<file path="config.mk">
export PLATFORM = sky130hd
export DESIGN_NAME = uart_rx_frame_controller_flat
export DESIGN_NICKNAME = d
export VERILOG_FILES = /design/src/rtl/uart_rx_frame_controller_if.sv /design/src/rtl/uart_rx_frame_controller.sv /design/src/flat_wrapper.sv
export SDC_FILE = /design/constraint.sdc
export NUM_CORES = 1
export LEC_CHECK = 0
export BUFFER_PORTS_ARGS = -buffer_cell sky130_fd_sc_hd__buf_4
export CORE_ASPECT_RATIO = 1.5
export CORE_MARGIN = 5
export CORE_UTILIZATION = 50
export DETAILED_ROUTE_END_ITERATION = 7
export PLACE_DENSITY = 0.74
export SLEW_MARGIN = 20
export SYNTH_ARGS = -nofsm -noshare
export SYNTH_HDL_FRONTEND = slang
export SYNTH_SLANG_ARGS = --single-unit
</file>
<file path="constraint.sdc">
create_clock -name clk -period 3.1 [get_ports clk]
set_clock_uncertainty 0.15 [all_clocks]
set_input_delay 0.31 -clock clk [delete_from_list [all_inputs] [get_ports clk]]
set_output_delay 0.31 -clock clk [all_outputs]
set_load 0.01 [all_outputs]
</file>
<file path="src/rtl/uart_rx_frame_controller_if.sv">
// Frame-controller bus: UART byte strobe, consumer ack, frame-buffer write
// port and status flags.
//   master : byte source / consumer side (drives rx_data, rx_done_tick, frame_ack)
//   slave  : frame controller side (drives mem_*, frame_ready, frame_error,
//            overrun, busy)
interface uart_rx_frame_controller_if #(
    parameter int ADDR_WIDTH = 10
);
    logic [7:0]            rx_data;
    logic                  rx_done_tick;
    logic                  frame_ack;
    logic                  mem_we;
    logic [ADDR_WIDTH-1:0] mem_addr;
    logic [7:0]            mem_wdata;
    logic                  frame_ready;
    logic                  frame_error;
    logic                  overrun;
    logic                  busy;

    modport master (
        output rx_data, rx_done_tick, frame_ack,
        input  mem_we, mem_addr, mem_wdata, frame_ready, frame_error, overrun, busy
    );

    modport slave (
        input  rx_data, rx_done_tick, frame_ack,
        output mem_we, mem_addr, mem_wdata, frame_ready, frame_error, overrun, busy
    );
endinterface

</file>
<file path="src/rtl/uart_rx_frame_controller.sv">
// UART receive frame controller.
// Frame format: HEADER_BYTE, PAYLOAD_LENGTH payload bytes, one checksum byte
// (8-bit sum of the payload). Payload bytes are written to a frame buffer at
// consecutive addresses from 0; a good checksum raises frame_ready until the
// consumer acknowledges.
// Ports:
//   clk   : system clock, rising edge
//   reset : synchronous, active-high
//   bus   : slave modport -- rx_data/rx_done_tick/frame_ack in;
//           mem_we/mem_addr/mem_wdata, frame_ready, frame_error (pulse),
//           overrun (pulse), busy out. All outputs registered.
module uart_rx_frame_controller #(
    parameter int          PAYLOAD_LENGTH = 784,
    parameter int          ADDR_WIDTH     = 10,
    parameter logic [7:0]  HEADER_BYTE    = 8'hAA,
    parameter logic [31:0] TIMEOUT_CYCLES = 32'd2_000_000
) (
    input  logic                        clk,
    input  logic                        reset,
    uart_rx_frame_controller_if.slave   bus
);
    typedef enum logic [1:0] {IDLE, PAYLOAD, CHECKSUM, READY} state_t;

    localparam logic [ADDR_WIDTH-1:0] LAST_IDX = ADDR_WIDTH'(PAYLOAD_LENGTH - 1);
    localparam logic [31:0]           TO_LAST  = TIMEOUT_CYCLES - 32'd1;

    state_t                state;
    logic [ADDR_WIDTH-1:0] byte_cnt;
    logic [7:0]            sum;
    logic [31:0]           to_cnt;

    logic                  mem_we;
    logic [ADDR_WIDTH-1:0] mem_addr;
    logic [7:0]            mem_wdata;
    logic                  frame_ready;
    logic                  frame_error;
    logic                  overrun;
    logic                  busy;

    assign bus.mem_we      = mem_we;
    assign bus.mem_addr    = mem_addr;
    assign bus.mem_wdata   = mem_wdata;
    assign bus.frame_ready = frame_ready;
    assign bus.frame_error = frame_error;
    assign bus.overrun     = overrun;
    assign bus.busy        = busy;

    always_ff @(posedge clk) begin
        if (reset) begin
            state       <= IDLE;
            byte_cnt    <= '0;
            sum         <= '0;
            to_cnt      <= '0;
            mem_we      <= 1'b0;
            mem_addr    <= '0;
            mem_wdata   <= '0;
            frame_ready <= 1'b0;
            frame_error <= 1'b0;
            overrun     <= 1'b0;
            busy        <= 1'b0;
        end else begin
            // Pulse outputs default low every cycle.
            mem_we      <= 1'b0;
            frame_error <= 1'b0;
            overrun     <= 1'b0;

            case (state)
                IDLE: begin
                    if (bus.rx_done_tick && bus.rx_data == HEADER_BYTE) begin
                        state    <= PAYLOAD;
                        byte_cnt <= '0;
                        sum      <= '0;
                        to_cnt   <= '0;
                        busy     <= 1'b1;
                    end
                end

                PAYLOAD: begin
                    if (bus.rx_done_tick) begin
                        mem_we    <= 1'b1;
                        mem_addr  <= byte_cnt;
                        mem_wdata <= bus.rx_data;
                        sum       <= sum + bus.rx_data;
                        to_cnt    <= '0;
                        if (byte_cnt == LAST_IDX) state <= CHECKSUM;
                        else                      byte_cnt <= byte_cnt + 1'b1;
                    end else if (to_cnt == TO_LAST) begin
                        // Counter would reach TIMEOUT_CYCLES this edge.
                        frame_error <= 1'b1;
                        busy        <= 1'b0;
                        state       <= IDLE;
                    end else begin
                        to_cnt <= to_cnt + 32'd1;
                    end
                end

                CHECKSUM: begin
                    if (bus.rx_done_tick) begin
                        to_cnt <= '0;
                        busy   <= 1'b0;
                        if (bus.rx_data == sum) begin
                            frame_ready <= 1'b1;
                            state       <= READY;
                        end else begin
                            frame_error <= 1'b1;
                            state       <= IDLE;
                        end
                    end else if (to_cnt == TO_LAST) begin
                        frame_error <= 1'b1;
                        busy        <= 1'b0;
                        state       <= IDLE;
                    end else begin
                        to_cnt <= to_cnt + 32'd1;
                    end
                end

                READY: begin
                    // Buffer is owned by the consumer: any byte is dropped,
                    // even when the ack lands in the same cycle.
                    if (bus.rx_done_tick) overrun <= 1'b1;
                    if (bus.frame_ack) begin
                        frame_ready <= 1'b0;
                        state       <= IDLE;
                    end
                end

                default: state <= IDLE;
            endcase
        end
    end
endmodule
</file>
<file path="src/flat_wrapper.sv">
// flat-port wrapper written by rule: the top's interface ports become plain ports
module uart_rx_frame_controller_flat 
#(
    parameter int          PAYLOAD_LENGTH = 784,
    parameter int          ADDR_WIDTH     = 10,
    parameter logic [7:0]  HEADER_BYTE    = 8'hAA,
    parameter logic [31:0] TIMEOUT_CYCLES = 32'd2_000_000
)
  (clk, reset, bus_rx_data, bus_rx_done_tick, bus_frame_ack, bus_mem_we, bus_mem_addr, bus_mem_wdata, bus_frame_ready, bus_frame_error, bus_overrun, bus_busy);
  uart_rx_frame_controller_if #(.ADDR_WIDTH(ADDR_WIDTH)) bus_i ();
  input  logic clk;
  input  logic reset;
  input wire logic [$bits(bus_i.rx_data)-1:0] bus_rx_data;
  input wire logic [$bits(bus_i.rx_done_tick)-1:0] bus_rx_done_tick;
  input wire logic [$bits(bus_i.frame_ack)-1:0] bus_frame_ack;
  output wire logic [$bits(bus_i.mem_we)-1:0] bus_mem_we;
  output wire logic [$bits(bus_i.mem_addr)-1:0] bus_mem_addr;
  output wire logic [$bits(bus_i.mem_wdata)-1:0] bus_mem_wdata;
  output wire logic [$bits(bus_i.frame_ready)-1:0] bus_frame_ready;
  output wire logic [$bits(bus_i.frame_error)-1:0] bus_frame_error;
  output wire logic [$bits(bus_i.overrun)-1:0] bus_overrun;
  output wire logic [$bits(bus_i.busy)-1:0] bus_busy;
  assign bus_i.rx_data = bus_rx_data;
  assign bus_i.rx_done_tick = bus_rx_done_tick;
  assign bus_i.frame_ack = bus_frame_ack;
  assign bus_mem_we = bus_i.mem_we;
  assign bus_mem_addr = bus_i.mem_addr;
  assign bus_mem_wdata = bus_i.mem_wdata;
  assign bus_frame_ready = bus_i.frame_ready;
  assign bus_frame_error = bus_i.frame_error;
  assign bus_overrun = bus_i.overrun;
  assign bus_busy = bus_i.busy;
  uart_rx_frame_controller #(.PAYLOAD_LENGTH(PAYLOAD_LENGTH), .ADDR_WIDTH(ADDR_WIDTH), .HEADER_BYTE(HEADER_BYTE), .TIMEOUT_CYCLES(TIMEOUT_CYCLES)) u_core (.clk(clk), .reset(reset), .bus(bus_i));
endmodule
</file>
### Word level (Yosys, flattened, before mapping)

Cells that the tools add are included.

* register bits: 75
* latch bits: 0
* memory bits (writable): 0
* ROM bits: 0
* input bits: 12
* word-level logic and storage cells: 82
* memories kept: 0

* add/sub/neg operators: 3
* $mul: 0
* divide/modulo/power cells: 0
* $lt $le $gt $ge: 0
* equality and inequality tests: 16
* shift-type cells: 0
* mux-type cells: 34
* bitwise operators: 2
* reduce and logical (&&, ||, !) cells: 16

Operator list (number)
* $mux 32: 3
* $pmux 32 s2: 1
* $add 32x1->32 const B: 1
* $eq 32x21->1 const B: 1
* $mux 10: 3
* $pmux 10 s2: 1
* $mux 8: 2
* $pmux 8 s2: 1
* $mux 2: 7
* $mux 1: 12
* $reduce_and 3->1: 4
* $add 10x1->10 const B: 1
* $eq 10x10->1 const B: 1
* $ne 2x2->1 const B: 5
* $add 8x8->8: 1
* $eq 8x8->1: 1
* $eq 8x8->1 const B: 1
* $pmux 2 s4: 1
* $reduce_and 4->1: 2
* $reduce_bool 2->1: 3
* $reduce_or 2->1: 3
* $eq 2x2->1 const B: 2
* $ne 2x1->1 const B: 2
* $pmux 1 s2: 2
* other kinds (9): 10

### Depth between registers and ports, before layout

* depth after elaboration: 4
* mapped depth: 9
* depth with buffers taken out: 7

### Worst setup path before layout

OpenSTA, ideal clock, no wires.

* path type: reg-to-reg
* from: register u_core.state[0]
* to: register u_core.to_cnt[27]
* arrival: 1924 ps
* setup slack: 955 ps
* stages on the path, launching flop included: 10
* buffers on the path: 2
* period minus slack after synthesis: 2145 ps
* path through: dfxtp_1 > inv_1 > ha_1 > nor2_1 > a31o_1 > buf_4 > nand4_2 > buf_6 > or4_1 > a21oi_1

* longest elaborated chain between the ends: 4

Ends and longest elaborated chain
* start, declared: line uart_rx_frame_controller.sv:27 `state_t state;`
* start signal, assigned: line uart_rx_frame_controller.sv:50 `state <= IDLE;`
* start signal, assigned: line uart_rx_frame_controller.sv:70 `state <= PAYLOAD;`
* start signal, assigned: line uart_rx_frame_controller.sv:85 `if (byte_cnt == LAST_IDX) state <= CHECKSUM;`
* $eq 2x1->1 / $eq 2x2->1 (equally long branches): line uart_rx_frame_controller.sv:67 `case (state)`
* $reduce_or 2->1 (no line)
* $ne 3x3->1 (no line) / $reduce_bool 2->1 (equally long branches)
* $reduce_and 3->1 (no line)
* end signal, assigned: line uart_rx_frame_controller.sv:93 `to_cnt <= to_cnt + 32'd1;`
* end signal, assigned: line uart_rx_frame_controller.sv:113 `to_cnt <= to_cnt + 32'd1;`
* end, declared: line uart_rx_frame_controller.sv:30 `logic [31:0] to_cnt;`

Parallel ways exist; a longest one is shown, timed or not.
A chain may end at the register's enable or synchronous reset.

### Worst setup path in the final report

* from: register u_core.state[0]
* to: register u_core.to_cnt[31]

The elaborated chain is that of the path after synthesis.

==> metrics.cfg <==
[setup_path]
startpoint_type=flop
startpoint=u_core.state[0]
cp_data_arrival_time_ns=2.71
worstSetupEndpointType=flop
worstReg2RegStart=u_core.state[0]
critPathKind=flop to flop
timing.reg2reg.setup_slack_ns=0.52
path_max_fanout=12
cp.required_ns=3.23

[die]
die_x_um=83.1
io_pins=35
core_um2=7910
die_h_um=120
rows=40
start_util=0.507
die-area_um2=9940

[clock_tree]
post_cts_buffers=0
cts_inserted_buffers=9
cts_tree=yes
numClockSinks=75
clock-root-buffer=clkbuf_16
cts_buffer_depth=2
cts_resized=0
clk_latency_ns=0.34
clk_pin_slew_ns=0.06
cts_htree_levels=3
cts_hold_buf=0

[pwr]
leakage_nw=1.69
seq_power_share=0.411
vdd_drop_max_mv=0.321
power.share.clock=0.515
p_comb_frac=0.074
power_density_nw_per_um2=507
switching_share=0.234
total_power_mw=2.38
internal-power_mw=1.82
p_switching_mw=0.556

[sta]
slew_headroom=0.417
setup_tns_ns=0
worstMarginPinSlew_ns=0.869
min_period_over_period=0.832
max_freq_mhz=388
hold_violations=0
slew_violations=0
min_period_ns=2.58
grt_setup_unrepaired=no
holdWs_ns=0.0876
setup_viol=0

[worst_hold_path]
worst_hold_path_type=input port to flop
min-delay-start=bus_rx_data[4]

[run_status]
status=finished, final reports clean

[yosys]
synth_top_area_frac=0.375
synthArstFlopShare=0
syn-cell-area_um2=4010
synth_top_cell_by_area=dfxtp_1
synth-edff-count=0
ys_types=69
ys_warn_count=0
synth_ff_type=dfxtp_1
synth_area_per_cell_um2=8.23
seq_area_frac_synth=0.375
synthCells=487
ys_top_cells_by_area=dfxtp_1 (37%), a21oi_1 (7.0%), nand2_1 (6.6%)
syn-num-nets=513
ys_ff_latch=75

[global_route]
grt_pass1_wl_um=18000
grt_pass1_vias=3891
grt_start_max_net_pins=42
grt.overflow.total=0
grt_usage=0.220
grt_antenna_before_repair=0

[detailed_routing]
num_vias=3814
wl_um=10400
drc=0
drt_iter0_drc=244
ant_nets=0
routedWlPerCell_um=16.5
via_per_inst=6.07
dr.pass1.iters=4

[final_layout]
layout_common_cells=dfxtp_1 (75), nand2_1 (70), a21oi_1 (56)
layout.nets=544
syn2layout_area_growth_pct=17.1
n_antenna_cell=0
final_common_cell=dfxtp_1
drive_gt1_frac=0.143

[run]
drv_cap=0

[placement]
gp_congestion=0.895
post-dp-hpwl_um=7420
portBuffers=34

-- sequential cells by signal (all words and copies together), names as in the netlist --
| register | count |
|---|---|
| u_core.bus.busy | 1 |
| u_core.bus.frame_error | 1 |
| u_core.bus.frame_ready | 1 |
| u_core.bus.mem_addr | 10 |
| u_core.bus.mem_wdata | 8 |
| u_core.bus.mem_we | 1 |
| u_core.bus.overrun | 1 |
| u_core.byte_cnt | 10 |
| u_core.state | 2 |
| u_core.sum | 8 |
| u_core.to_cnt | 32 |
-- cells in the mapped netlist (8+ instances only) --
| master | instances |
|---|---|
| a21oi_1 | 56 |
| and3_1 | 8 |
| clkbuf_1 | 14 |
| dfxtp_1 | 75 |
| ha_1 | 13 |
| inv_1 | 15 |
| nand2_1 | 70 |
| nand3_1 | 22 |
| nand4_1 | 16 |
| nor2_1 | 30 |
| o21ai_0 | 11 |
| o31ai_1 | 13 |
| or3_1 | 11 |
| or4_1 | 15 |
| xor2_1 | 8 |
-- final cells by class --
| type | count | area, um^2 |
|---|---|---|
| Clock buffer | 9 | 225 |
| Clock inverter | 7 | 124 |
| Fill cell | 741 | 3210 |
| Inverter | 15 | 56.3 |
| Multi-Input combinational cell | 375 | 2340 |
| Sequential cell | 75 | 1500 |
| Tap cell | 105 | 131 |
| Timing Repair Buffer | 42 | 315 |
-- per-layer routing --
metal	up-vias	routed length, um	share of wire	global-route usage
met4	0	327	0.032	0.123
met1	1823	4020	0.39	0.222
met2	92	5550	0.54	0.415
met3	27	463	0.045	0.0426
met5	-	0	0	0
li1	1872	-	-	-
-- logic make-up (layout without fill, tap and decap cells) --
kind of cell,after synthesis,count (layout),synth area share
compound gates,121,121,0.192
flops,75,75,0.375
buf+inv,37,73,0.0412
xor+xnor,14,14,0.0306
simple gates,226,226,0.315
fa+ha+maj,14,14,0.0456
-- worst max-delay path, stage by stage, from the launching register on --
cell	delay [ns]
dfxtp_1	0.38
inv_1	0.08
ha_1	0.30
nor2_1	0.21
a31o_1	0.36
nand4_2	0.31
or4_1	0.56
a21oi_1	0.15
-- final timing paths --
check / endpoint / depth (start not counted)
worst min register to register: u_core.bus.mem_wdata[7] / 2
worst min-delay path: u_core.bus.mem_wdata[4] / 3
worst max-delay path: u_core.to_cnt[31] / 7
worst max register to register: u_core.to_cnt[31] / 7
-- power groups by stage --
stage / Combinational [mW] / Sequential (mW) / Clock, mW
final: 0.176 / 0.978 / 1.22
after global routing: 0.194 / 0.978 / 1.29
after CTS: 0.175 / 0.978 / 1.24
after detailed placement: 0.174 / 0.999 / 0
after global placement: 0.170 / 0.999 / 0
after floorplan: 0.111 / 0.999 / 0
-- stage by stage --
step | area (um^2) | util | cells | setup slack [ns]
final | 4690 | 0.594 | 628 | 0.520
after global routing | 4690 | 0.594 | 628 | 0.305
after CTS | 4690 | 0.594 | 628 | 0.560
after detailed placement | 4340 | 0.549 | 612 | 0.574
after global placement | 4340 | 0.549 | 612 | 0.676
after floorplan | 4010 | - | 487 | 0.955
No activity file was read; power rests on OpenSTA's default activity.
